$ cat src/rtl/link_bringup_ctrl.sv
// -----------------------------------------------------------------------------
// link_bringup_ctrl
// Brings a 10G-style link up in a fixed order:
//   1. wait for the transceiver TX/RX resets to complete,
//   2. wait for PCS block lock without high BER,
//   3. require the good lock to persist for STABLE_CYCLES,
//   4. release the MAC reset, write one MAC config register over Wishbone,
//      read it back and check it,
//   5. report link up and watch the PCS status.
// Any failure parks the FSM in FAULT for BACKOFF cycles, then it retries.
// Dropping enable returns to IDLE from any state.
//
// Ports
//   clk_156, async_reset_n        : clock, asynchronous active-low reset
//   enable                        : start / keep the link
//   reset_tx_done, reset_rx_done  : transceiver resets complete
//   blk_lock, hi_ber, rxlf        : PCS status (synchronous to clk_156)
//   wb_*                          : Wishbone master towards the MAC
//   mac_reset_n                   : MAC reset, released only while configuring / up
//   clear_ber_cnt, clear_errblk   : one-cycle pulse on the first CFG_WR cycle
//   link_up, fault                : status
//   retry_cnt                     : saturating count of FAULT entries
//   state_o                       : current FSM state
// -----------------------------------------------------------------------------
module link_bringup_ctrl #(
  parameter logic [15:0] LOCK_TIMEOUT  = 16'd50000,
  parameter logic [15:0] STABLE_CYCLES = 16'd1024,
  parameter logic [15:0] WB_TIMEOUT    = 16'd64,
  parameter logic [15:0] BACKOFF       = 16'd4096,
  parameter logic [7:0]  CFG_ADDR      = 8'h00,
  parameter logic [31:0] CFG_DATA      = 32'h0000_0001
) (
  input  logic        clk_156,
  input  logic        async_reset_n,
  input  logic        enable,
  input  logic        reset_tx_done,
  input  logic        reset_rx_done,
  input  logic        blk_lock,
  input  logic        hi_ber,
  input  logic        rxlf,
  output logic [7:0]  wb_adr_o,
  output logic [31:0] wb_dat_o,
  output logic        wb_we_o,
  output logic        wb_cyc_o,
  output logic        wb_stb_o,
  input  logic        wb_ack_i,
  input  logic [31:0] wb_dat_i,
  output logic        mac_reset_n,
  output logic        clear_ber_cnt,
  output logic        clear_errblk,
  output logic        link_up,
  output logic        fault,
  output logic [7:0]  retry_cnt,
  output logic [2:0]  state_o
);

  typedef enum logic [2:0] {
    S_IDLE      = 3'd0,
    S_WAIT_RST  = 3'd1,
    S_WAIT_LOCK = 3'd2,
    S_STABLE    = 3'd3,
    S_CFG_WR    = 3'd4,
    S_CFG_RD    = 3'd5,
    S_LINK_UP   = 3'd6,
    S_FAULT     = 3'd7
  } state_e;

  // Terminal counts. The 16-bit subtraction wraps 0 to 16'hFFFF, so a
  // parameter of 0 gives a full 65536-cycle interval.
  localparam logic [15:0] LOCK_LAST   = LOCK_TIMEOUT - 16'd1;
  localparam logic [15:0] STABLE_LAST = STABLE_CYCLES - 16'd1;
  localparam logic [15:0] WB_LAST     = WB_TIMEOUT - 16'd1;
  localparam logic [15:0] BACKOFF_LAST = BACKOFF - 16'd1;

  state_e      state_q, state_d;
  logic [15:0] cnt_q, cnt_d;
  logic [7:0]  retry_q, retry_d;

  logic        wb_cyc_q, wb_stb_q, wb_we_q;
  logic [7:0]  wb_adr_q;
  logic [31:0] wb_dat_q;
  logic        mac_reset_n_q, clear_q, link_up_q, fault_q;

  // Next-state logic
  always_comb begin
    state_d = state_q;
    case (state_q)
      S_IDLE:      if (enable) state_d = S_WAIT_RST;
      S_WAIT_RST:  if (reset_tx_done && reset_rx_done) state_d = S_WAIT_LOCK;
      S_WAIT_LOCK: begin
        if (blk_lock && !hi_ber)      state_d = S_STABLE;
        else if (cnt_q == LOCK_LAST)  state_d = S_FAULT;
      end
      S_STABLE: begin
        if (!blk_lock || hi_ber)        state_d = S_WAIT_LOCK;
        else if (cnt_q == STABLE_LAST)  state_d = S_CFG_WR;
      end
      S_CFG_WR: begin
        if (wb_ack_i)               state_d = S_CFG_RD;
        else if (cnt_q == WB_LAST)  state_d = S_FAULT;
      end
      S_CFG_RD: begin
        // The read strobe only goes out from the second CFG_RD cycle, so an
        // ack seen while the strobe is low cannot belong to the read.
        if (wb_stb_q && wb_ack_i)
          state_d = (wb_dat_i == CFG_DATA) ? S_LINK_UP : S_FAULT;
        else if (cnt_q == WB_LAST)
          state_d = S_FAULT;
      end
      S_LINK_UP:   if (!blk_lock || hi_ber || rxlf) state_d = S_FAULT;
      S_FAULT:     if (cnt_q == BACKOFF_LAST) state_d = S_WAIT_RST;
      default:     state_d = S_IDLE;
    endcase
    // Dropping enable overrides every other transition.
    if (state_q != S_IDLE && !enable) state_d = S_IDLE;
  end

  always_comb begin
    cnt_d = (state_d != state_q) ? 16'd0 : cnt_q + 16'd1;
    retry_d = retry_q;
    if (state_d == S_FAULT && state_q != S_FAULT && retry_q != 8'hFF)
      retry_d = retry_q + 8'd1;
  end

  // State and registered outputs. Outputs are decoded from the next state so
  // they change in the same cycle as state_o.
  always_ff @(posedge clk_156 or negedge async_reset_n) begin
    if (!async_reset_n) begin
      state_q       <= S_IDLE;
      cnt_q         <= 16'd0;
      retry_q       <= 8'd0;
      wb_cyc_q      <= 1'b0;
      wb_stb_q      <= 1'b0;
      wb_we_q       <= 1'b0;
      wb_adr_q      <= 8'd0;
      wb_dat_q      <= 32'd0;
      mac_reset_n_q <= 1'b0;
      clear_q       <= 1'b0;
      link_up_q     <= 1'b0;
      fault_q       <= 1'b0;
    end else begin
      state_q       <= state_d;
      cnt_q         <= cnt_d;
      retry_q       <= retry_d;
      mac_reset_n_q <= (state_d == S_CFG_WR) || (state_d == S_CFG_RD) ||
                       (state_d == S_LINK_UP);
      clear_q       <= (state_d == S_CFG_WR) && (state_q != S_CFG_WR);
      link_up_q     <= (state_d == S_LINK_UP);
      fault_q       <= (state_d == S_FAULT);

      wb_cyc_q <= 1'b0;
      wb_stb_q <= 1'b0;
      wb_we_q  <= 1'b0;
      wb_adr_q <= 8'd0;
      wb_dat_q <= 32'd0;
      if (state_d == S_CFG_WR) begin
        wb_cyc_q <= 1'b1;
        wb_stb_q <= 1'b1;
        wb_we_q  <= 1'b1;
        wb_adr_q <= CFG_ADDR;
        wb_dat_q <= CFG_DATA;
      end else if (state_d == S_CFG_RD && state_q == S_CFG_RD) begin
        // First CFG_RD cycle keeps the bus idle to separate the two transfers.
        wb_cyc_q <= 1'b1;
        wb_stb_q <= 1'b1;
        wb_adr_q <= CFG_ADDR;
      end
    end
  end

  assign state_o       = state_q;
  assign retry_cnt     = retry_q;
  assign wb_cyc_o      = wb_cyc_q;
  assign wb_stb_o      = wb_stb_q;
  assign wb_we_o       = wb_we_q;
  assign wb_adr_o      = wb_adr_q;
  assign wb_dat_o      = wb_dat_q;
  assign mac_reset_n   = mac_reset_n_q;
  assign clear_ber_cnt = clear_q;
  assign clear_errblk  = clear_q;
  assign link_up       = link_up_q;
  assign fault         = fault_q;

endmodule

$ cat config.mk
export PLATFORM = sky130hd
export DESIGN_NAME = link_bringup_ctrl
export DESIGN_NICKNAME = d
export VERILOG_FILES = /design/src/rtl/link_bringup_ctrl.sv
export SDC_FILE = /design/constraint.sdc
export NUM_CORES = 1
export LEC_CHECK = 0
export BUFFER_PORTS_ARGS = -buffer_cell sky130_fd_sc_hd__buf_4
export CAP_MARGIN = 25
export CORE_MARGIN = 2
export CORE_UTILIZATION = 43
export DETAILED_ROUTE_END_ITERATION = 8
export PLACE_DENSITY = 0.77
export REMOVE_ABC_BUFFERS = 1
export SYNTH_ARGS = -nofsm -noshare
export SYNTH_HDL_FRONTEND = slang
export SYNTH_SLANG_ARGS = --single-unit
$ cat constraint.sdc
create_clock -name clk_156 -period 2.7 [get_ports clk_156]
set_input_delay 0.135 -clock clk_156 [delete_from_list [all_inputs] [get_ports clk_156]]
set_output_delay 0.135 -clock clk_156 [all_outputs]
set_load 0.005 [all_outputs]
==> Yosys cells after proc, flatten, opt, wreduce, memory -nomap -nowiden <==
Index checks and enable logic that the tools add are counted.
{ "word_totals": {"word_cells": 68, "ff_bits": 65} }
{ "classes": {"muxes": 19, "n_addsub": 2, "reduce_logical": 17, "n_eq_ne": 20} }
{ "ops": {"columns": ["cell", "n"], "rows": [
  ["2-to-1 mux 3 bit", 12],
  ["== test 32 x 1 -> 1 bit, second input constant", 1],
  ["== test 3 bit, second input constant", 8],
  ["case mux 3 bit (8 select lines)", 1],
  ["adder 16 x 1 -> 16 bit, second input constant", 1],
  ["== test 16 x 10 -> 1 bit, second input constant", 1],
  ["== test 16 x 12 -> 1 bit, second input constant", 1],
  ["== test 16 bit, second input constant", 1],
  ["== test 16 x 6 -> 1 bit, second input constant", 1],
  ["2-to-1 mux 16 bit", 1],
  ["adder 8 x 1 -> 8 bit, second input constant", 1],
  ["logical AND 1 bit", 8],
  ["inequality test 8 bit, second input constant", 1],
  ["== test 3 x 2 -> 1 bit, second input constant", 2],
  ["inequality test 3 bit, second input constant", 2],
  ["2-to-1 mux 1 bit", 5],
  ["logical OR 1 bit", 4],
  ["== test 3 x 1 -> 1 bit, second input constant", 1],
  ["zero test 1 bit", 3],
  ["zero test 3 bit", 1],
  ["inequality test 3 bit", 1],
  ["nonzero test 3 bit", 1]
]} }

==> Logic depth before layout (Yosys ltp) <==
Gate-level depths: netlist of run 1.
{ "logic_depth": {"word_depth": 10, "depth_mapped": 9} }

==> Least setup slack after synthesis of run 1 <==
Ideal clock, no wire load.
{ "synth_timing": {"kind": "register -> register", "startpoint": "reg cnt_q[13]", "endpoint": "reg retry_q[1] (netlist: retry_cnt[1])", "stages_incl_launch_ff": 8, "setup_ps": 125, "synth_period_minus_slack_ps": 2515, "arrival_ps": 2390, "path_slack_ps": 185, "path_cell_list": "dfrtp_1 > or4_4 > nor4_1 > nand2_1 > a311oi_2 > a21oi_4 > nand3_2 > mux2_4"} }
{ "synth_via": {"elab_chain_len": 8, "elab_cells_between_ends": 17, "classes_between": "5 x eq/ne; 10 x mux; 2 x reduce/logical"} }
{ "synth_lines": {"columns": ["item", "line_no", "rtl"], "rows": [
  ["start: declaration", "76", "logic [15:0] cnt_q, cnt_d;"],
  ["start signal: assignment", "143", "cnt_q <= cnt_d;"],
  ["== test 16 x 6 -> 1 bit, or another cell as far along", "100, 107", null],
  ["2-to-1 mux 3 bit (on tied branches) (2 in a row)", null, null],
  ["case mux 3 bit (8 select lines) (*)", "87", "case (state_q)"],
  ["2-to-1 mux 3 bit (*)", "115", "if (state_q != S_IDLE && !enable) state_d = S_IDLE;"],
  ["== test 3 bit (*)", "121", "if (state_d == S_FAULT && state_q != S_FAULT && retry_q != 8'hFF)"],
  ["logical AND 1 bit (*) (2 in a row)", "121", null],
  ["end signal: assignment", "144", "retry_q <= retry_d;"],
  ["end: declaration", "77", "logic [7:0] retry_q, retry_d;"]
]} }
Every way passes the cells marked *; elsewhere a longest branch is shown, timed or not.
A chain may end at the register's enable or synchronous reset.

==> Worst setup path in the final report of run 1 <==
{ "layout_timing": {"startpoint": "reg cnt_q[4]", "endpoint": "reg retry_q[1] (netlist: retry_cnt[1])"} }
The elaborated chain is that of the path after synthesis.

==> results of run 1 <==
## where the power goes
| part | total (W) | internal, W | switching [W] |
|---|---|---|---|
| sequential | 0.000534 | 0.000513 | 0.0000219 |
| clock | 0.000406 | 0.000230 | 0.000176 |
| combinational | 0.000165 | 0.0000845 | 0.0000801 |
## flip-flops by register name, indices dropped and copies added, names as in the netlist
| register | cells |
|---|---|
| mac_reset_n | 1 |
| cnt_q | 16 |
| wb_stb_o | 1 |
| clear_ber_cnt | 1 |
| wb_dat_o | 1 |
| state_o | 3 |
| fault | 1 |
| link_up | 1 |
| retry_cnt | 8 |
## cell usage in the layout, fill, tap and decap left out, types with 3 or more instances in the layout
| cell type | n |
|---|---|
| buf_4 | 70 |
| conb_1 | 39 |
| dfrtp_1 | 33 |
| nor2_1 | 26 |
| xnor2_1 | 15 |
| nand4_1 | 12 |
| nand2_1 | 11 |
| nor4_1 | 9 |
| and3_1 | 9 |
| inv_1 | 7 |
| nor3_1 | 7 |
| clkbuf_8 | 7 |
| a21oi_1 | 6 |
| xor2_1 | 6 |
| nand3_1 | 5 |
| nand2b_1 | 4 |
| or3_1 | 3 |
## metrics by stage
step                worst slack (ns)  instances  util, %  power [W]
floorplan                      0.183        231        -   0.000617
global placement               0.182        370     52.6   0.000699
detailed placement             0.140        370     52.6   0.000705
CTS                            0.130        379     54.8    0.00112
global route                 0.00741        381     55.3    0.00116
finish                         0.129        381     55.3    0.00111
## area by class of cell
type | instances | area share (%)
timing repair buffer | 72 | 19.8
sequential | 33 | 29.5
inverter | 7 | 0.937
clock buffer | 7 | 3.44
multi-input combinational | 191 | 43.1
tap | 70 | 3.12
clock inverter | 1 | 0.178
## path summary, 6_finish.rpt
path                                endpoint     startpoint
worst max register to register  retry_cnt[1]       cnt_q[4]
worst min register to register      cnt_q[0]       cnt_q[0]
worst max-delay path            retry_cnt[1]       cnt_q[4]
worst min-delay path                wb_stb_o         enable
max in group asynchronous         state_o[0]  async_reset_n
min in group asynchronous           cnt_q[2]  async_reset_n
## per-layer routing
layer / track usage [%] / vias up
li1: - / 908
met1: 19.3 / 898
met2: 28.4 / 69
met3: 7.46 / 4
met4: 5.27 / 0
met5: 0 / -
## worst max-delay path, cell delays in order, from the launching register on
cell	delay, ns
dfrtp_1	0.42
or4_1	0.52
or4_4	0.45
o31ai_4	0.22
nor4_4	0.11
a21oi_4	0.28
nand3_2	0.14
mux2_4	0.32
## cell families (layout without fill, tap and decap cells)
kind of cell / Yosys count / in the layout / share of synthesized area, %
buffers and inverters: 54 / 87 / 16.4
other: 1 / 39 / 0.166
xor gates and xnor gates: 21 / 21 / 8.16
adders and majority gates: 2 / 2 / 1.11
and+or+nand+nor: 105 / 105 / 27.4
muxes: 1 / 1 / 0.666
AOI/OAI and AO/OA: 23 / 23 / 9.44
DFF: 33 / 33 / 36.6
## what timing repair did
action	CTS	global route
resized for setup	0	1
buffers inserted	0	2
endpoints found under the setup margin	0	1
hold buffers	1	0
hold endpoints to repair	33	0
==> results by stage, run 1 <==
Outcome:
- The run finished with clean final reports.

Route:
- In the routed design, unresolved DRC markers number 0.
- Summing over every cut layer, the via total after detailed routing is 1879.
- The first routing iteration left 92 violations.
- After detailed routing, the wire length on met1 is 2.00 mm.
- Detailed routing placed a total of 2.37 mm of wire on met2.
- The number of nets still failing antenna checks after routing is 0.
- The highest routing layer actually used is met4.
- The wire length reported by the detailed router is 4.86 mm.
- The met3 routed wirelength is 464 microns.
- Dividing the detail-routed wire length by the instance count gives 12.8 microns.
- In the routed layout, each cell is associated on average with a via count of 4.93.
- The length of the first detailed-routing pass in iterations is 4.

Synth:
- The number of library cell types mapped by synthesis is 50.
- The cell taking the most area after synthesis is dfrtp_1.
- The most used flip-flop cell after synthesis is dfrtp_1.
- The Yosys step of the flow raised 0 warnings.
- The cell area that synthesis handed to floorplanning was 0.00225 sq mm.
- The number of synthesized flops with an enable pin is 0.
- The top-area cell type share of the netlist area is 36.6%.
- Each instance of the synthesized netlist takes up on average 9.39 sq um.
- The share of synthesized registers carrying an async set or reset is 100%.
- By area the synthesized netlist is led by dfrtp_1, buf_4, xnor2_1.
- The number of flip-flops and latches in the synthesized netlist is 33.
- By count the netlist is led by buf_4, dfrtp_1, nor2_1, xnor2_1, nand4_1.
- Sequential cells were found to cover 36.6% of the synthesized design area.
- The most common cell in the synthesized netlist is buf_4.
- The synthesized instance count is 240.

Power:
- Across the VDD grid, the largest voltage drop is 0.213 mV.
- The analysis attributes to cell leakage a power of 1.33 nW.
- For this design the ratio of total power to cell area is 394 mW/mm^2.

Timing:
- The highest clock rate is 389 MHz.
- In the finished design, the share of the clock period the worst path needs comes to 95.2%.
- The measured slew at the worst slew-check pin is 0.623 ns.
- The final number of hold-violating endpoints came to 0.
- Counting I/O delays and the setup requirement, the final critical path takes 2.57 ns.
- The worst pin sits at a relative slew slack of 58.3%.
- Setup repair after global routing left no endpoint under its margin.
- The number of pins exceeding their max-slew limit in the final report is 0.
- The setup TNS after final layout is 0 ns.
- Clock skew on the completed layout was measured at 0.00745 ns.
- Setup violations remaining at the end of the flow were counted as 0.
- Across all hold checks on the routed design, the worst slack comes to 0.0476 ns.

Cells and area:
- Summing all flip-flop and latch instances after layout gives 826 sq um.
- Once layout is done, the placed cells without fillers occupy 0.00280 sq mm.
- The filler cell count is 469.
- Summing all multi-input logic gate instances after layout gives 0.00121 sq mm.
- The net count of the finished layout is 353.
- The number of antenna diodes in the final layout is 0.
- Relative to the synthesized area, the layout overhead comes to 24.4%.
- The share of final-layout standard cells stronger than drive strength 1 is 30.2%.

Placement:
- After detailed placement, the total cell area comes to 0.00267 sq mm.
- The detailed-placement wirelength estimate is 3.70 mm.
- The count of buffers added on input and output ports is 60.
- At the end of routability-driven placement, the weighted congestion stood at 0.795.

Setup path:
- The critical path startpoint category is a register.
- The kind of critical path is register to register.
- At the worst endpoint, the required time is 2.87 ns.
- The logic depth of the worst register-to-register path is 7.
- The setup slack of the worst register-to-register path is 0.13 ns.
- STA puts the critical path data arrival time at 2.74 ns.
- The capturing element type of the critical path is a register.
- In this run the worst path has a maximum fanout of 8.

Floorplan:
- The die covers 0.00584 sq mm.
- The I/O pin count is 100.
- The height of the chip is 76.4 microns.
- After floorplanning, the core was divided into 26 placement rows.
- The initial utilization of the core area, before any placement, comes to 44.4%.
- In this run the standard cell core region covers 0.00507 sq mm.
- The horizontal die dimension is 76.4 microns.

Global route:
- The number of antenna violations at the first check in global routing came to 0.
- The largest net degree at the start of global routing is 34.
- Global routing consumed, over all layers together, 16.9% of the routing resources.
- The number of global-route vias before repair is 1764.
- For this run the aggregate overflow at the end of global routing stands at 0.
- The first global-routing pass estimated 8.15 mm of wire.

Clock network:
- Buffers inserted during clock tree synthesis total 5.
- The clock insertion delay at the later pin of the skew report is 0.28 ns.
- The CTS clock-pin slew for the worst setup and hold paths is 0.07 ns.
- The library cell used as clock root buffer is clkbuf_8.
- The clock drives 33 sinks.
- TritonCTS built the clock tree.
- Counting along the longest clock path gives a buffer depth of 2.
- The H-tree was split into 2 levels.

Flow run:
- Max-cap violations in this run came to 0.

Hold path:
- The min-delay analysis places its worst path in the category input port to register.
- The depth of the worst hold-timing path is 2.
Note: power is estimated with default switching activity, not from simulation.
==> run 2, diff against run 1 <==
BUFFER_PORTS_ARGS = -buffer_cell sky130_fd_sc_hd__buf_2   (was -buffer_cell sky130_fd_sc_hd__buf_4)
==> run 2 against run 1 <==
  * Register-to-register slack hardly changed
  * Combinational power is 13% lower
  * Fmax is 0.52% higher
  * Highest routed layer unchanged
==> results by stage, run 2 (synthesis gave the netlist of run 1 again) <==
Outcome:
- The flow ran to the end, and the final reports show no timing, DRC or antenna violations.

Floorplan:
- The row count is 26.
- In this run the horizontal extent of the chip is 76.4 microns.
- The core region is 0.00507 sq mm.
- In this run the vertical extent of the chip is 76.4 microns.
- The initial utilization of the core area, before any placement, comes to 44.4%.
- The I/O pin count is 100.
- The full die area is 0.00584 sq mm.

Placement:
- Prior to clock tree synthesis, the placed netlist has a worst setup slack of 0.140 ns.
- The number of placed instances, taps included, is 370.
- The global placement routability congestion is 0.836.
- Port buffering added 60 buffers.
- The detailed-placement wirelength estimate is 3.68 mm.

Global route:
- Entering global routing, the biggest net connects 34 pins.
- Global routing consumed, over all layers together, 16.6% of the routing resources.
- The first-pass GRT wire length is 7.91 mm.
- The number of antenna violations at the first check in global routing is 0.
- The number of global-route vias before repair is 1750.
- For this run the aggregate overflow at the end of global routing stands at 0.

Setup path:
- The kind of cell adding the most delay to the critical path is simple AND/OR/NAND/NOR gates.
- In this design, the stage delay of the slowest critical-path cell is 0.51 ns.
- The capturing element type of the critical path is a register.
- In this run the critical register-to-register path is launched from cnt_q[5].
- The critical-path cell with the highest stage delay is or4_1.
- Counting both buffers and inverters, the worst setup path holds a total of 0.
- In this run the critical register-to-register path is captured at retry_cnt[1].
- Counting cells, the worst reg-to-reg path comes to 7.
- The critical path goes through or4_1 -> or4_4 -> o31ai_4 -> nor4_4 -> a21oi_4 -> nand3_2 -> mux2_4.
- The signal arrival time at the worst endpoint is 2.73 ns.
- The kind of critical path is register to register.
- The setup slack of the worst register-to-register path is 0.14 ns.
- STA classifies the critical path startpoint as a register.
- The required time of the critical path is 2.87 ns.
- In this run the worst path has a maximum fanout of 9.

Timing:
- The number of pins exceeding their max-slew limit in the final report is 0.
- Timing would allow up to 391 MHz.
- Across the routed clock network, the largest skew measured is 0.00829 ns.
- Setup violations remaining at the end of the flow were counted as 0.
- Setup slack closes at 0.143 ns.
- Of the available clock period, the critical path in the final layout requires 94.7%.
- The final number of hold-violating endpoints is 0.
- The clock period minus worst slack is 2.56 ns.
- The measured slew at the worst slew-check pin is 0.721 ns.
- In this run the tightest slew margin relative to its limit is 52.0%.

Cells and area:
- After the last flow step, the layout net total stands at 351.
- Excluding fillers, the count of instances in the completed layout stands at 378.
- The register with the most flip-flops in the final layout is cnt_q.
- The final antenna diode count is 0.
- The commonest non-fill, non-tap cell in the layout is buf_2.
- From synthesis to final layout, the design area changed by 16.4%.
- The share of final-layout standard cells stronger than drive strength 1 is 29.2%.
- In the layout the commonest cells are buf_2, conb_1, dfrtp_1.
- The number of flip-flops under the largest register name is 16.

Hold path:
- The startpoint identified for the worst hold timing path is enable.
- The depth of the worst hold-timing path is 2.
- The min-delay analysis places its worst path in the category input port to register.
- The worst hold path terminates at wb_stb_o.

Clock network:
- The TritonCTS clock tree is yes.
- The total number of clock tree sinks is 33.
- In this run the clock root is driven by a clkbuf_8.
- CTS built an H-tree with a depth of 2.
- For the worst-skew pair, the clock arrives at the later sink with an insertion delay of 0.29 ns.
- Clock-pin slew was measured on the worst setup and hold paths at 0.06 ns.
- The maximum clock insertion buffer count is 2.
- The number of buffers created by CTS is 5.

Route:
- The routed via count is 1896.
- Wires add up to 4.77 mm.
- Using the TritonRoute via totals, the vias-per-cell ratio works out to 5.02.
- After detailed routing, the number of remaining DRC violations is 0.
- The iteration-0 DRC count of the detailed router is 130.
- The detail route stage leaves a number of antenna-violating nets equal to 0.
- After detailed routing, the average wire length per cell comes to 12.6 microns.
- The length of the first detailed-routing pass in iterations is 4.

Power:
- The worst vdd rail ir drop is 0.164 mV.
- The areal power density over the cells is 399 mW/mm^2.
- The leakage power of the design is 1.28 nW.

Flow run:
- The tool flagged a number of max-cap violations equal to 0.
-- run 2: cell count changes in the layout (fill, tap and decap cells not counted), sizes merged --
cell	delta
buf	-2
clkinv	-1
-- run 2: how the worst max path moves through the flow --
stage,depth (start not counted),slack (ns),to,start
5_1_grt,9,-0.0003,retry_cnt[6],cnt_q[0]
6_report,7,0.14,retry_cnt[1],cnt_q[5]
3_3_place_gp,7,0.19,retry_cnt[1],cnt_q[5]
3_5_place_dp,7,0.14,retry_cnt[1],cnt_q[13]
2_1_floorplan,7,0.18,retry_cnt[1],cnt_q[13]
4_1_cts,7,0.13,retry_cnt[1],cnt_q[13]
-- run 2: routing by layer --
layer / vias to the layer above / global-route usage (%) / routed length [microns]
met3: 9 / 5.69 / 371
met4: 0 / 7.09 / 82
li1: 904 / - / -
met2: 79 / 27.3 / 2320
met5: - / 0 / 0
met1: 904 / 19.8 / 2000
-- run 2: final cells by class --
type / instances / area, sq um
Inverter: 7 / 26.3
Sequential cell: 33 / 826
Clock buffer: 7 / 86.3
Timing Repair Buffer: 70 / 390
Fill cell: 470 / 2450
Multi-Input combinational cell: 191 / 1210
Tap cell: 70 / 87.6
-- run 2: report_power, final --
| group | internal (W) | switching (W) | leakage (nW) |
|---|---|---|---|
| registers | 0.000513 | 0.0000222 | 0.456 |
| logic | 0.0000653 | 0.0000779 | 0.775 |
| clock network | 0.000202 | 0.000167 | 0.0443 |
-- run 2: repair_timing --
| item | in CTS | in global routing |
|---|---|---|
| gates resized for setup | 0 | 1 |
| setup buffers | 0 | 0 |
| hold endpoints to repair | 33 | 0 |
| setup endpoints to repair | 0 | 1 |
| hold buffers | 1 | 0 |
-- run 2: per-stage QoR --
| step | setup TNS [ns] | instance area, sq um | util (%) | power, W | hold slack [ns] |
|---|---|---|---|---|---|
| finish | 0 | 2620 | 51.7 | 0.00105 | 0.0767 |
| global route | -0.000346 | 2620 | 51.7 | 0.00110 | 0.0779 |
| CTS | 0 | 2620 | 51.6 | 0.00106 | 0.0686 |
| detailed placement | 0 | 2520 | 49.7 | 0.000685 | 0.237 |
| global placement | 0 | 2520 | 49.7 | 0.000682 | 0.229 |
| floorplan | 0 | 2050 | - | 0.000617 | -0.161 |
